**src/rtl/pe_mac_drain_if.sv**
```systemverilog
// Operand, result and control bundle of one systolic processing element.
//   a_* / b_*      : operand inputs and their registered passthrough copies
//   drain_*        : result FIFO head with valid/ready back-pressure
//   mode/sat/clr   : arithmetic mode, saturation enable, sticky-error clear
//   busy_o, err_o  : tile-in-progress flag and sticky error bits
// master = upstream/neighbour driving the PE, slave = the PE itself.
interface pe_mac_drain_if #(
  parameter int unsigned DATA_W = 8,
  parameter int unsigned ACC_W  = 32
);
  logic              mode_signed_i;
  logic              sat_en_i;
  logic              a_valid_i;
  logic [DATA_W-1:0] a_data_i;
  logic              a_last_i;
  logic              b_valid_i;
  logic [DATA_W-1:0] b_data_i;
  logic              b_last_i;
  logic              a_valid_o;
  logic [DATA_W-1:0] a_data_o;
  logic              a_last_o;
  logic              b_valid_o;
  logic [DATA_W-1:0] b_data_o;
  logic              b_last_o;
  logic              drain_valid_o;
  logic [ACC_W-1:0]  drain_data_o;
  logic              drain_ovf_o;
  logic              drain_ready_i;
  logic              busy_o;
  logic [1:0]        err_o;
  logic              clr_err_i;

  modport master (
    output mode_signed_i, sat_en_i,
    output a_valid_i, a_data_i, a_last_i,
    output b_valid_i, b_data_i, b_last_i,
    input  a_valid_o, a_data_o, a_last_o,
    input  b_valid_o, b_data_o, b_last_o,
    input  drain_valid_o, drain_data_o, drain_ovf_o,
    output drain_ready_i,
    input  busy_o, err_o,
    output clr_err_i
  );

  modport slave (
    input  mode_signed_i, sat_en_i,
    input  a_valid_i, a_data_i, a_last_i,
    input  b_valid_i, b_data_i, b_last_i,
    output a_valid_o, a_data_o, a_last_o,
    output b_valid_o, b_data_o, b_last_o,
    output drain_valid_o, drain_data_o, drain_ovf_o,
    input  drain_ready_i,
    output busy_o, err_o,
    input  clr_err_i
  );
endinterface

```
**src/rtl/pe_mac_drain.sv**
```systemverilog
// Systolic-array processing element: registered A/B passthrough, signed or
// unsigned multiply-accumulate over a tile with optional saturation, and a
// circular drain FIFO of {ovf, result} with valid/ready back-pressure.
// Ports: clk_i, rst_ni (async active-low), bus (pe_mac_drain_if.slave).
// The interface must be instantiated with the same DATA_W/ACC_W.
module pe_mac_drain #(
  parameter int unsigned DATA_W      = 8,
  parameter int unsigned ACC_W       = 32,
  parameter int unsigned DRAIN_DEPTH = 2
) (
  input logic           clk_i,
  input logic           rst_ni,
  pe_mac_drain_if.slave bus
);

  localparam int unsigned PROD_W = 2 * DATA_W;
  localparam int unsigned PTR_W  = (DRAIN_DEPTH > 1) ? $clog2(DRAIN_DEPTH) : 1;
  localparam int unsigned CNT_W  = $clog2(DRAIN_DEPTH + 1);
  localparam int unsigned ENT_W  = ACC_W + 1;

  // passthrough registers
  logic              a_valid_q, a_last_q, b_valid_q, b_last_q;
  logic [DATA_W-1:0] a_data_q, b_data_q;

  // tile state
  logic [ACC_W-1:0]  acc_q;
  logic              tovf_q, first_q, busy_q;
  logic [1:0]        err_q;

  // drain FIFO
  logic [ENT_W-1:0]  mem_q [DRAIN_DEPTH];
  logic [PTR_W-1:0]  wr_q, rd_q;
  logic [CNT_W-1:0]  cnt_q;

  logic              beat, close, mis, pop, push, drop, full;
  logic [PROD_W-1:0] prod_u;
  logic signed [PROD_W-1:0] prod_s;
  logic [ACC_W-1:0]  prod_x, base, res;
  logic [ACC_W:0]    sum;
  logic              ovf, tile_ovf;
  logic [ENT_W-1:0]  head;

  function automatic logic [PTR_W-1:0] ptr_next(input logic [PTR_W-1:0] p);
    return (p == PTR_W'(DRAIN_DEPTH - 1)) ? '0 : p + PTR_W'(1);
  endfunction

  // Handshake decode
  always_comb begin
    beat  = bus.a_valid_i & bus.b_valid_i;
    close = beat & bus.a_last_i & bus.b_last_i;
    mis   = (bus.a_valid_i ^ bus.b_valid_i) | (beat & (bus.a_last_i ^ bus.b_last_i));
    full  = (cnt_q == CNT_W'(DRAIN_DEPTH));
    pop   = (cnt_q != '0) & bus.drain_ready_i;
    push  = close & (~full | pop);
    drop  = close & full & ~pop;
  end

  // MAC datapath: one guard bit above ACC_W exposes carry / sign overflow
  always_comb begin
    prod_u = PROD_W'(bus.a_data_i) * PROD_W'(bus.b_data_i);
    prod_s = PROD_W'($signed(bus.a_data_i)) * PROD_W'($signed(bus.b_data_i));
    if (bus.mode_signed_i) prod_x = ACC_W'(prod_s);
    else                   prod_x = ACC_W'(prod_u);
    base = first_q ? '0 : acc_q;
    if (bus.mode_signed_i) begin
      sum = {base[ACC_W-1], base} + {prod_x[ACC_W-1], prod_x};
      ovf = sum[ACC_W] ^ sum[ACC_W-1];
    end else begin
      sum = {1'b0, base} + {1'b0, prod_x};
      ovf = sum[ACC_W];
    end
    res = sum[ACC_W-1:0];
    if (ovf && bus.sat_en_i) begin
      if (!bus.mode_signed_i) res = '1;
      // sum[ACC_W] is the true sign of the unclamped signed result
      else if (sum[ACC_W])    res = {1'b1, {(ACC_W-1){1'b0}}};
      else                    res = {1'b0, {(ACC_W-1){1'b1}}};
    end
    tile_ovf = ovf | (~first_q & tovf_q);
  end

  // Control and tile state
  always_ff @(posedge clk_i or negedge rst_ni) begin
    if (!rst_ni) begin
      a_valid_q <= 1'b0;
      a_data_q  <= '0;
      a_last_q  <= 1'b0;
      b_valid_q <= 1'b0;
      b_data_q  <= '0;
      b_last_q  <= 1'b0;
      acc_q     <= '0;
      tovf_q    <= 1'b0;
      first_q   <= 1'b1;
      busy_q    <= 1'b0;
      err_q     <= '0;
      wr_q      <= '0;
      rd_q      <= '0;
      cnt_q     <= '0;
    end else begin
      a_valid_q <= bus.a_valid_i;
      a_data_q  <= bus.a_data_i;
      a_last_q  <= bus.a_last_i;
      b_valid_q <= bus.b_valid_i;
      b_data_q  <= bus.b_data_i;
      b_last_q  <= bus.b_last_i;
      if (beat) begin
        acc_q   <= res;
        tovf_q  <= tile_ovf;
        first_q <= close;
        busy_q  <= ~close;
      end
      // a set event wins over a same-cycle clear
      err_q[0] <= (err_q[0] & ~bus.clr_err_i) | drop;
      err_q[1] <= (err_q[1] & ~bus.clr_err_i) | mis;
      if (push) wr_q <= ptr_next(wr_q);
      if (pop)  rd_q <= ptr_next(rd_q);
      if (push && !pop)      cnt_q <= cnt_q + CNT_W'(1);
      else if (pop && !push) cnt_q <= cnt_q - CNT_W'(1);
    end
  end

  // FIFO storage needs no reset: entries are only visible while counted
  always_ff @(posedge clk_i) begin
    if (push) mem_q[wr_q] <= {tile_ovf, res};
  end

  assign head              = mem_q[rd_q];
  assign bus.a_valid_o     = a_valid_q;
  assign bus.a_data_o      = a_data_q;
  assign bus.a_last_o      = a_last_q;
  assign bus.b_valid_o     = b_valid_q;
  assign bus.b_data_o      = b_data_q;
  assign bus.b_last_o      = b_last_q;
  assign bus.drain_valid_o = (cnt_q != '0);
  assign bus.drain_data_o  = (cnt_q != '0) ? head[ACC_W-1:0] : '0;
  assign bus.drain_ovf_o   = (cnt_q != '0) ? head[ACC_W] : 1'b0;
  assign bus.busy_o        = busy_q;
  assign bus.err_o         = err_q;

endmodule

```
**src/flat_wrapper.sv**
```systemverilog
// flat-port wrapper written by rule: the top's interface ports become plain ports
module pe_mac_drain_flat 
#(
  parameter int unsigned DATA_W      = 8,
  parameter int unsigned ACC_W       = 32,
  parameter int unsigned DRAIN_DEPTH = 2
)
  (clk_i, rst_ni, bus_mode_signed_i, bus_sat_en_i, bus_a_valid_i, bus_a_data_i, bus_a_last_i, bus_b_valid_i, bus_b_data_i, bus_b_last_i, bus_a_valid_o, bus_a_data_o, bus_a_last_o, bus_b_valid_o, bus_b_data_o, bus_b_last_o, bus_drain_valid_o, bus_drain_data_o, bus_drain_ovf_o, bus_drain_ready_i, bus_busy_o, bus_err_o, bus_clr_err_i);
  pe_mac_drain_if #(.DATA_W(DATA_W), .ACC_W(ACC_W)) bus_i ();
  input logic clk_i;
  input logic rst_ni;
  input wire logic [$bits(bus_i.mode_signed_i)-1:0] bus_mode_signed_i;
  input wire logic [$bits(bus_i.sat_en_i)-1:0] bus_sat_en_i;
  input wire logic [$bits(bus_i.a_valid_i)-1:0] bus_a_valid_i;
  input wire logic [$bits(bus_i.a_data_i)-1:0] bus_a_data_i;
  input wire logic [$bits(bus_i.a_last_i)-1:0] bus_a_last_i;
  input wire logic [$bits(bus_i.b_valid_i)-1:0] bus_b_valid_i;
  input wire logic [$bits(bus_i.b_data_i)-1:0] bus_b_data_i;
  input wire logic [$bits(bus_i.b_last_i)-1:0] bus_b_last_i;
  output wire logic [$bits(bus_i.a_valid_o)-1:0] bus_a_valid_o;
  output wire logic [$bits(bus_i.a_data_o)-1:0] bus_a_data_o;
  output wire logic [$bits(bus_i.a_last_o)-1:0] bus_a_last_o;
  output wire logic [$bits(bus_i.b_valid_o)-1:0] bus_b_valid_o;
  output wire logic [$bits(bus_i.b_data_o)-1:0] bus_b_data_o;
  output wire logic [$bits(bus_i.b_last_o)-1:0] bus_b_last_o;
  output wire logic [$bits(bus_i.drain_valid_o)-1:0] bus_drain_valid_o;
  output wire logic [$bits(bus_i.drain_data_o)-1:0] bus_drain_data_o;
  output wire logic [$bits(bus_i.drain_ovf_o)-1:0] bus_drain_ovf_o;
  input wire logic [$bits(bus_i.drain_ready_i)-1:0] bus_drain_ready_i;
  output wire logic [$bits(bus_i.busy_o)-1:0] bus_busy_o;
  output wire logic [$bits(bus_i.err_o)-1:0] bus_err_o;
  input wire logic [$bits(bus_i.clr_err_i)-1:0] bus_clr_err_i;
  assign bus_i.mode_signed_i = bus_mode_signed_i;
  assign bus_i.sat_en_i = bus_sat_en_i;
  assign bus_i.a_valid_i = bus_a_valid_i;
  assign bus_i.a_data_i = bus_a_data_i;
  assign bus_i.a_last_i = bus_a_last_i;
  assign bus_i.b_valid_i = bus_b_valid_i;
  assign bus_i.b_data_i = bus_b_data_i;
  assign bus_i.b_last_i = bus_b_last_i;
  assign bus_a_valid_o = bus_i.a_valid_o;
  assign bus_a_data_o = bus_i.a_data_o;
  assign bus_a_last_o = bus_i.a_last_o;
  assign bus_b_valid_o = bus_i.b_valid_o;
  assign bus_b_data_o = bus_i.b_data_o;
  assign bus_b_last_o = bus_i.b_last_o;
  assign bus_drain_valid_o = bus_i.drain_valid_o;
  assign bus_drain_data_o = bus_i.drain_data_o;
  assign bus_drain_ovf_o = bus_i.drain_ovf_o;
  assign bus_i.drain_ready_i = bus_drain_ready_i;
  assign bus_busy_o = bus_i.busy_o;
  assign bus_err_o = bus_i.err_o;
  assign bus_i.clr_err_i = bus_clr_err_i;
  pe_mac_drain #(.DATA_W(DATA_W), .ACC_W(ACC_W), .DRAIN_DEPTH(DRAIN_DEPTH)) u_core (.clk_i(clk_i), .rst_ni(rst_ni), .bus(bus_i));
endmodule
```
**config.mk**
```make
export PLATFORM = sky130hd
export DESIGN_NAME = pe_mac_drain_flat
export DESIGN_NICKNAME = d
export VERILOG_FILES = /design/src/rtl/pe_mac_drain_if.sv /design/src/rtl/pe_mac_drain.sv /design/src/flat_wrapper.sv
export SDC_FILE = /design/constraint.sdc
export NUM_CORES = 1
export LEC_CHECK = 0
export ABC_AREA = 1
export BUFFER_PORTS_ARGS = -buffer_cell sky130_fd_sc_hd__buf_2
export CAP_MARGIN = 20
export CORE_ASPECT_RATIO = 0.6
export CORE_MARGIN = 3
export CORE_UTILIZATION = 40
export CTS_CLUSTER_DIAMETER = 80
export DETAILED_ROUTE_END_ITERATION = 6
export PLACE_DENSITY = 0.61
export SYNTH_ARGS = -nofsm -noshare
export SYNTH_HDL_FRONTEND = slang
export SYNTH_SLANG_ARGS = --single-unit
```
**constraint.sdc**
```tcl
create_clock -name clk_i -period 3.4 [get_ports clk_i]
set_input_delay 0.85 -clock clk_i [delete_from_list [all_inputs] [get_ports clk_i]]
set_output_delay 0.85 -clock clk_i [all_outputs]
set_load 0.01 [all_outputs]
```
==> impl_metrics.csv, run 1 <==
group,metric,value,unit
worst_setup_path,crit_path_start_kind,"primary input",
worst_setup_path,cp_slowest_cell,"fa_1",
worst_setup_path,required,3.58,ns
worst_setup_path,crit_type,"in -> reg",
hold_path,hold_class,"in -> async",
timing,finalSetupViolCount,99,
power_and_ir_drop,p_sw_share,46.9,%
placement,pre_cts_ws,-3.84,ns
timing,finClkSkew,0.0160,ns
worst_setup_path,r2r_cells,19,
logic_synthesis,netlist_area,12000,um^2
floorplan,start_util,41.1,%
placement,gp_congestion,0.954,
floorplan,die_y,140,um
logic_synthesis,ys_ff_latch,127,
finish,drive_gt1_share,35.9,%
clock_tree,cts_max_path_buffers,2,
logic_synthesis,ys_seq_area_share,29.3,%
worst_setup_path,r2r-start,"u_core.first_q",
floorplan,core_area,29100,um^2
logic_synthesis,synth-edff-count,66,
floorplan,io_pins,83,
power_and_ir_drop,power.density,1170,nW/um^2
run,maxCapViolCount,0,
clock_tree,cts_tree,"done",
worst_setup_path,cp_data_arrival_time,6.54,ns
worst_setup_path,rrSetupSlack,0.25,ns
finish,stdcell_area,17000,um^2
power_and_ir_drop,power_frac_comb,77.8,%
finish,final_cells,2330,
drt,drtAntennaViolNets,0,
floorplan,rows,48,
timing,relSlewSlack,60.9,%
finish,num_antenna_cells,0,
clock_tree,hold_buffers,0,
finish,nets,2121,
clock_tree,cts_root_buf,"clkbuf_16",
power_and_ir_drop,vdd_drop_max,0.577,mV
global_route,grt_pass1_wl,59100,um
timing,whs,0.404,ns
timing,period_share,187,%
drt,via_per_inst,4.79,
logic_synthesis,postSynthCellCount,1554,
worst_setup_path,crit_path_max_fanout,8,
global_route,grt_pass1_vias,11000,
placement,dp_hpwl,27500,um
clock_tree,clock_latency,0.44,ns
worst_setup_path,slowest_delay,0.54,ns
timing,finalMaxSlewViolations,0,
timing,worst_slew_pin_slew,0.581,ns
drt,via_count,11200,
drt,wl_per_cell,15.6,um
timing,max_freq,0.157,GHz
clock_tree,h-tree-depth,4,
finish,n_fill_cell,2501,
logic_synthesis,synth_nets,1758,
global_route,track_usage,23.3,%
timing,fin_crit,6.36,ns
worst_setup_path,reg2reg_to,"u_core.mem_q[0][8]",
placement,port_buffers,82,
finish,register_area,3510,um^2
drt,routed_wl,36300,um
run_status,violations,"negative setup slack",
drt,first_pass_iters,5,
timing,rsz0062_at_grt,"true",
worst_setup_path,critPathCaptureType,"flop",
drt,drc,0,
power_and_ir_drop,cellLeakagePower,8.89,nW
clock_tree,numCtsBuffers,17,
power_and_ir_drop,p_int,0.0105,W
timing,finalHoldViolations,0,
timing,tns,-287.55,ns
logic_synthesis,synth_flop_cell,"edfxtp_1",
drt,drt_iter0_drc,828,
global_route,grt_overflow,0,
finish,multi_input_area,8150,um^2
floorplan,die-area,32100,um^2
finish,areaGrowthSynthToFinish,41.7,%
finish,final_cell_mix,"408 x nand2_1, 278 x buf_4, 271 x inv_1",
clock_tree,cts_sinks,127,
placement,place_area,14700,um^2
placement,placed_cells,2248,
logic_synthesis,syn_area_per_cell,7.70,um^2
power_and_ir_drop,sequentialPowerShare,13.0,%
run_status,status,"finished, violations left",
timing,setup_ws,-2.96,ns
power_and_ir_drop,switchingPower,0.00927,W
finish,final_common_cell,"nand2_1",
global_route,grt_start_max_net_pins,37,
logic_synthesis,ys_async_sr_fraction,48.0,%
clock_tree,cts.clk_slew.worst_paths,0.07,ns
global_route,grt_antenna_before_repair,0,
floorplan,die_w,229,um
logic_synthesis,ys_warn_count,0,
power_and_ir_drop,clkPwrFrac,9.2,%
logic_synthesis,ys_types,40,
layout make-up:
class	instances	area share, %
Clock buffer	17	2.51
Clock inverter	15	0.833
Inverter	316	7.12
Multi-Input combinational cell	1065	48.0
Sequential cell	127	20.7
Tap cell	400	2.95
Timing Repair Buffer	390	17.9
what timing repair did:
item                                    4_1_cts  5_1_grt
gates resized for setup                     262       62
endpoints found under the setup margin       99       99
pin swaps                                   114       40
gates cloned                                  2        0
setup buffers                                38       13
power groups by stage:
| stage | clock network (W) | logic [W] | registers (W) |
|---|---|---|---|
| global placement | 0 | 0.0118 | 0.00258 |
| detailed placement | 0 | 0.0120 | 0.00258 |
| floorplan | 0 | 0.00708 | 0.00252 |
| global route | 0.00191 | 0.0168 | 0.00259 |
| CTS | 0.00185 | 0.0146 | 0.00256 |
| finish | 0.00181 | 0.0154 | 0.00257 |
cell families after synthesis:
kind of cell	Yosys count	share of synthesized area (%)
xor gates and xnor gates	36	2.63
and+or+nand+nor	697	25.4
AOI/OAI and AO/OA	153	6.81
DFF	127	29.3
adders and majority gates	178	24.0
buffers and inverters	363	11.9
through the flow:
stage / utilization [%] / total power [W]
5_1_grt: 58.2 / 0.0213
4_1_cts: 57.2 / 0.0190
3_3_place_gp: 50.5 / 0.0144
3_5_place_dp: 50.5 / 0.0146
6_report: 58.2 / 0.0198
2_1_floorplan: - / 0.00961
worst max-delay path by stage:
stage	start	to	slack, ns	cells past startpoint
final	bus_a_data_i[1]	u_core.mem_q[0][8]	-2.96	37
after global routing	bus_a_data_i[1]	u_core.mem_q[1][8]	-3.12	39
after CTS	bus_a_data_i[1]	u_core.mem_q[1][8]	-2.78	37
after detailed placement	bus_a_data_i[2]	u_core.mem_q[1][19]	-3.84	36
after global placement	bus_b_data_i[7]	u_core.mem_q[0][14]	-3.79	34
after floorplan	bus_b_data_i[7]	u_core.mem_q[0][10]	-3.37	33
registers in the layout, indices dropped and copies added (netlist names):
signal and count:
u_core.acc_q 32, u_core.bus.a_data_o 8, u_core.bus.a_last_o 1, u_core.bus.a_valid_o 1, u_core.bus.b_data_o 8, u_core.bus.b_last_o 1, u_core.bus.b_valid_o 1, u_core.bus.busy_o 1
u_core.bus.err_o 2, u_core.cnt_q 2, u_core.first_q 1, u_core.mem_q 66, u_core.rd_q 1, u_core.tovf_q 1, u_core.wr_q 1
Yosys cell counts (2+ instances only):
cell type	instances	area share (%)
nand2_1	478	15
inv_1	311	9.8
a21oi_1	98	4.1
nor2_1	98	3.1
ha_1	92	9.6
fa_1	86	14
edfxtp_1	66	17
dfrtp_1	60	13
nand3_1	42	1.8
clkbuf_1	34	1.1
o21ai_0	34	1.4
nand2_4	32	3.0
xor2_1	21	1.5
xnor2_1	15	1.1
nand2_2	9	0.47
o21bai_1	9	0.56
nor3_1	8	0.33
or2_2	8	0.42
buf_2	7	0.29
nand3b_1	5	0.31
nand4_1	5	0.26
a21o_1	3	0.19
and2_1	3	0.16
buf_12	3	0.50
inv_2	3	0.094
nor4_1	3	0.16
o21a_1	3	0.19
a21boi_0	2	0.13
a31oi_1	2	0.10
buf_1	2	0.063
clkinv_1	2	0.063
nand3_2	2	0.17
layer usage:
metal | GRT usage [%] | up-vias | routed length, um
met1 | 36.7 | 5389 | 18900
li1 | - | 5481 | -
met2 | 32.9 | 276 | 14800
met4 | 5.31 | 0 | 458
met3 | 4.00 | 23 | 2140
met5 | 0 | - | 0
critical path: cells and delay by family:
kind,cells,cell delay (ns)
buffers and inverters,11,1.03
AOI/OAI and AO/OA,5,0.77
adders and majority gates,6,2.48
and+or+nand+nor,15,1.38
Power figures use the tool's default switching activity.
==> inputs of run 2 (changes only) <==
Settings changed: ABC_AREA 1 to unset, CORE_MARGIN 3 to unset, SKIP_CTS_REPAIR_TIMING set to 1.
==> run 2 against run 1 <==
Against the previous run: the flow finishes with violations (design-rule violations, negative setup slack); utilization increased by 0.54 points; worst hold slack worse by 0.14 ns; via count fell by 12%; maximum frequency is 8.8% lower; final cell count down 17%; count of clock-buffer cells in the layout is the same; routed wire length is 9.8% lower; setup slack got worse by 0.62 ns; first-iteration DRC count fell by 15%; synthesized cell count is 23% lower; synthesized area down 4.8%; critical path type unchanged; largest cell class unchanged; highest routed layer unchanged.
==> impl_metrics.csv, run 2 <==
group,metric,value,unit
finish,final_cell_mix,"268 x buf_4, 186 x inv_1, 85 x nor2_1",
logic_synthesis,ys_ff_latch,127,
finish,drive_gt1_share,37.6,%
logic_synthesis,netlist_area,11400,um^2
timing,whs,0.269,ns
worst_setup_path,rrSetupSlack,-0.33,ns
logic_synthesis,postSynthCellCount,1194,
floorplan,io_pins,83,
worst_setup_path,cp_slowest_cell,"or4_4",
worst_setup_path,critical_path.top_delay_family,"adder cells",
global_route,track_usage,22.1,%
timing,finClkSkew,0.0114,ns
worst_setup_path,critPathCaptureType,"flop",
global_route,grt_start_max_net_pins,45,
clock_tree,cts_tree,"done",
finish,num_antenna_cells,0,
logic_synthesis,synth_top_area_share,17.4,%
timing,rsz0062_at_grt,"true",
timing,finalSetupViolCount,99,
clock_tree,numCtsBuffers,17,
timing,relSlewSlack,55.0,%
worst_setup_path,cp_common_cell,"fa_1",
global_route,grt_antenna_before_repair,0,
timing,finalHoldViolations,0,
run,maxCapViolCount,0,
drt,routed_wl,32700,um
floorplan,die_y,133,um
logic_synthesis,yosysTopAreaCell,"edfxtp_1",
worst_setup_path,slowest_delay,0.55,ns
logic_synthesis,syn_area_per_cell,9.55,um^2
placement,pre_cts_ws,-4.27,ns
logic_synthesis,synth-edff-count,66,
clock_tree,h-tree-depth,4,
clock_tree,cts_root_buf,"clkbuf_16",
worst_setup_path,crit_path_max_fanout,8,
timing,fin_crit,6.98,ns
logic_synthesis,synth_flop_cell,"edfxtp_1",
clock_tree,cts_max_path_buffers,2,
finish,top_register,"u_core.mem_q",
run_status,violations,"design-rule violations, negative setup slack",
clock_tree,cts.clk_slew.worst_paths,0.06,ns
logic_synthesis,ys_warn_count,0,
floorplan,die-area,29200,um^2
clock_tree,clock_latency,0.42,ns
worst_setup_path,required,3.56,ns
logic_synthesis,synth_nets,1398,
drt,drc,14,
hold_path,hold_class,"in -> async",
drt,drt_iter0_drc,704,
finish,nets,1752,
finish,n_fill_cell,2325,
worst_setup_path,cp_data_arrival_time,7.13,ns
finish,areaGrowthSynthToFinish,43.4,%
logic_synthesis,synth_most_common_cell,"inv_1",
logic_synthesis,ys_async_sr_fraction,48.0,%
finish,largest_register_ffs,66,
timing,max_freq,0.143,GHz
logic_synthesis,ys_seq_area_share,30.8,%
placement,dp_hpwl,25200,um
timing,worst_slew_pin_slew,0.670,ns
placement,port_buffers,82,
clock_tree,cts_sinks,127,
global_route,grt_pass1_wl,50200,um
timing,setup_ws,-3.58,ns
floorplan,die_w,220,um
drt,via_per_inst,5.10,
drt,via_count,9842,
timing,finalMaxSlewViolations,0,
timing,period_share,205,%
worst_setup_path,crit_type,"in -> reg",
finish,final_common_cell,"buf_4",
logic_synthesis,ys_types,75,
logic_synthesis,synth_common_cells,"201 x inv_1, 92 x ha_1, 86 x fa_1, 86 x nor2_1, 76 x nand2_1",
drt,drtAntennaViolNets,0,
floorplan,rows,47,
global_route,grt_overflow,0,
placement,gp_congestion,0.901,
floorplan,core_area,27800,um^2
drt,first_pass_iters,7,
run_status,status,"finished, violations left",
drt,wl_per_cell,17.0,um
floorplan,start_util,41.0,%
global_route,grt_pass1_vias,9374,
logic_synthesis,synthTopCellsByArea,"edfxtp_1 17%, fa_1 15%, dfrtp_1 13%, ha_1 10%, inv_1 6.6%",
worst_setup_path,crit_path_start_kind,"primary input",
worst_setup_path,path_buf_inv,9,
finish,reg_top3,"u_core.mem_q x66, u_core.acc_q x32",
-- run 2: cell count changes in the layout (fill, tap and decap cells not counted), moves of 13 or more --
cell and change:
xnor2_1 +20, nand2_2 -56, nand2_1 -338, a21o_1 +15
nand3_1 -25, inv_2 -22, mux2i_1 +35, inv_1 -85
and2_1 +33, nand2_4 -47, ha_4 -13, nor2b_1 +16
a21oi_1 -17, o21ai_4 +14
-- run 2: per-stage QoR --
step,instances,utilization [%],area [um^2],setup TNS (ns)
4_1_cts,1895,54.2,15100,-368.08
3_3_place_gp,1863,51.8,14400,-401.21
2_1_floorplan,1194,-,11700,-344.12
6_report,1928,58.8,16400,-347.36
5_1_grt,1928,58.8,16400,-368.38
3_5_place_dp,1863,51.8,14400,-409.77
-- run 2: routing by layer --
layer / track usage (%) / up-vias / share of wire, %
met4: 3.98 / 0 / 0.71
li1: - / 4762 / -
met1: 36.4 / 4803 / 52
met3: 4.32 / 19 / 6.2
met5: 0 / - / 0
met2: 29.1 / 258 / 41
-- run 2: final timing paths --
kind,from,to,cells after the start
min in group clk_i,u_core.bus.err_o[0],u_core.bus.err_o[0],1
worst max register to register,u_core.first_q,u_core.acc_q[24],15
worst max-delay path,bus_b_data_i[2],u_core.mem_q[0][13],27
worst min register to register,u_core.bus.err_o[0],u_core.bus.err_o[0],1
max in group asynchronous,rst_ni,u_core.acc_q[10],3
worst min-delay path,rst_ni,u_core.bus.a_data_o[6],1
-- run 2: logic make-up (layout without fill, tap and decap cells) --
logic type	after synthesis	after routing	share of synthesized area (%)
buffers and inverters	249	616	8.58
AO/OA/AOI/OAI	248	248	14.9
XOR/XNOR	61	61	4.69
AND/OR/NAND/NOR	291	291	12.3
adder cells (fa/ha/maj)	178	178	25.2
multiplexers	40	40	3.56
flip-flops	127	127	30.8
-- run 2: area by class of cell --
cell class	count	area [um^2]	share of cell area [%]
multi-input cells	818	7890	48.3
flip-flops and latches	127	3510	21.5
repair buffers	382	3060	18.7
inverters	202	762	4.66
well taps	367	459	2.81
clock buffers	17	425	2.60
clock inverters	15	245	1.50
Power of run 2 is left out: the tool's default activity adds up to more than one toggle a clock period on the data nets, which glitch-free logic cannot reach.
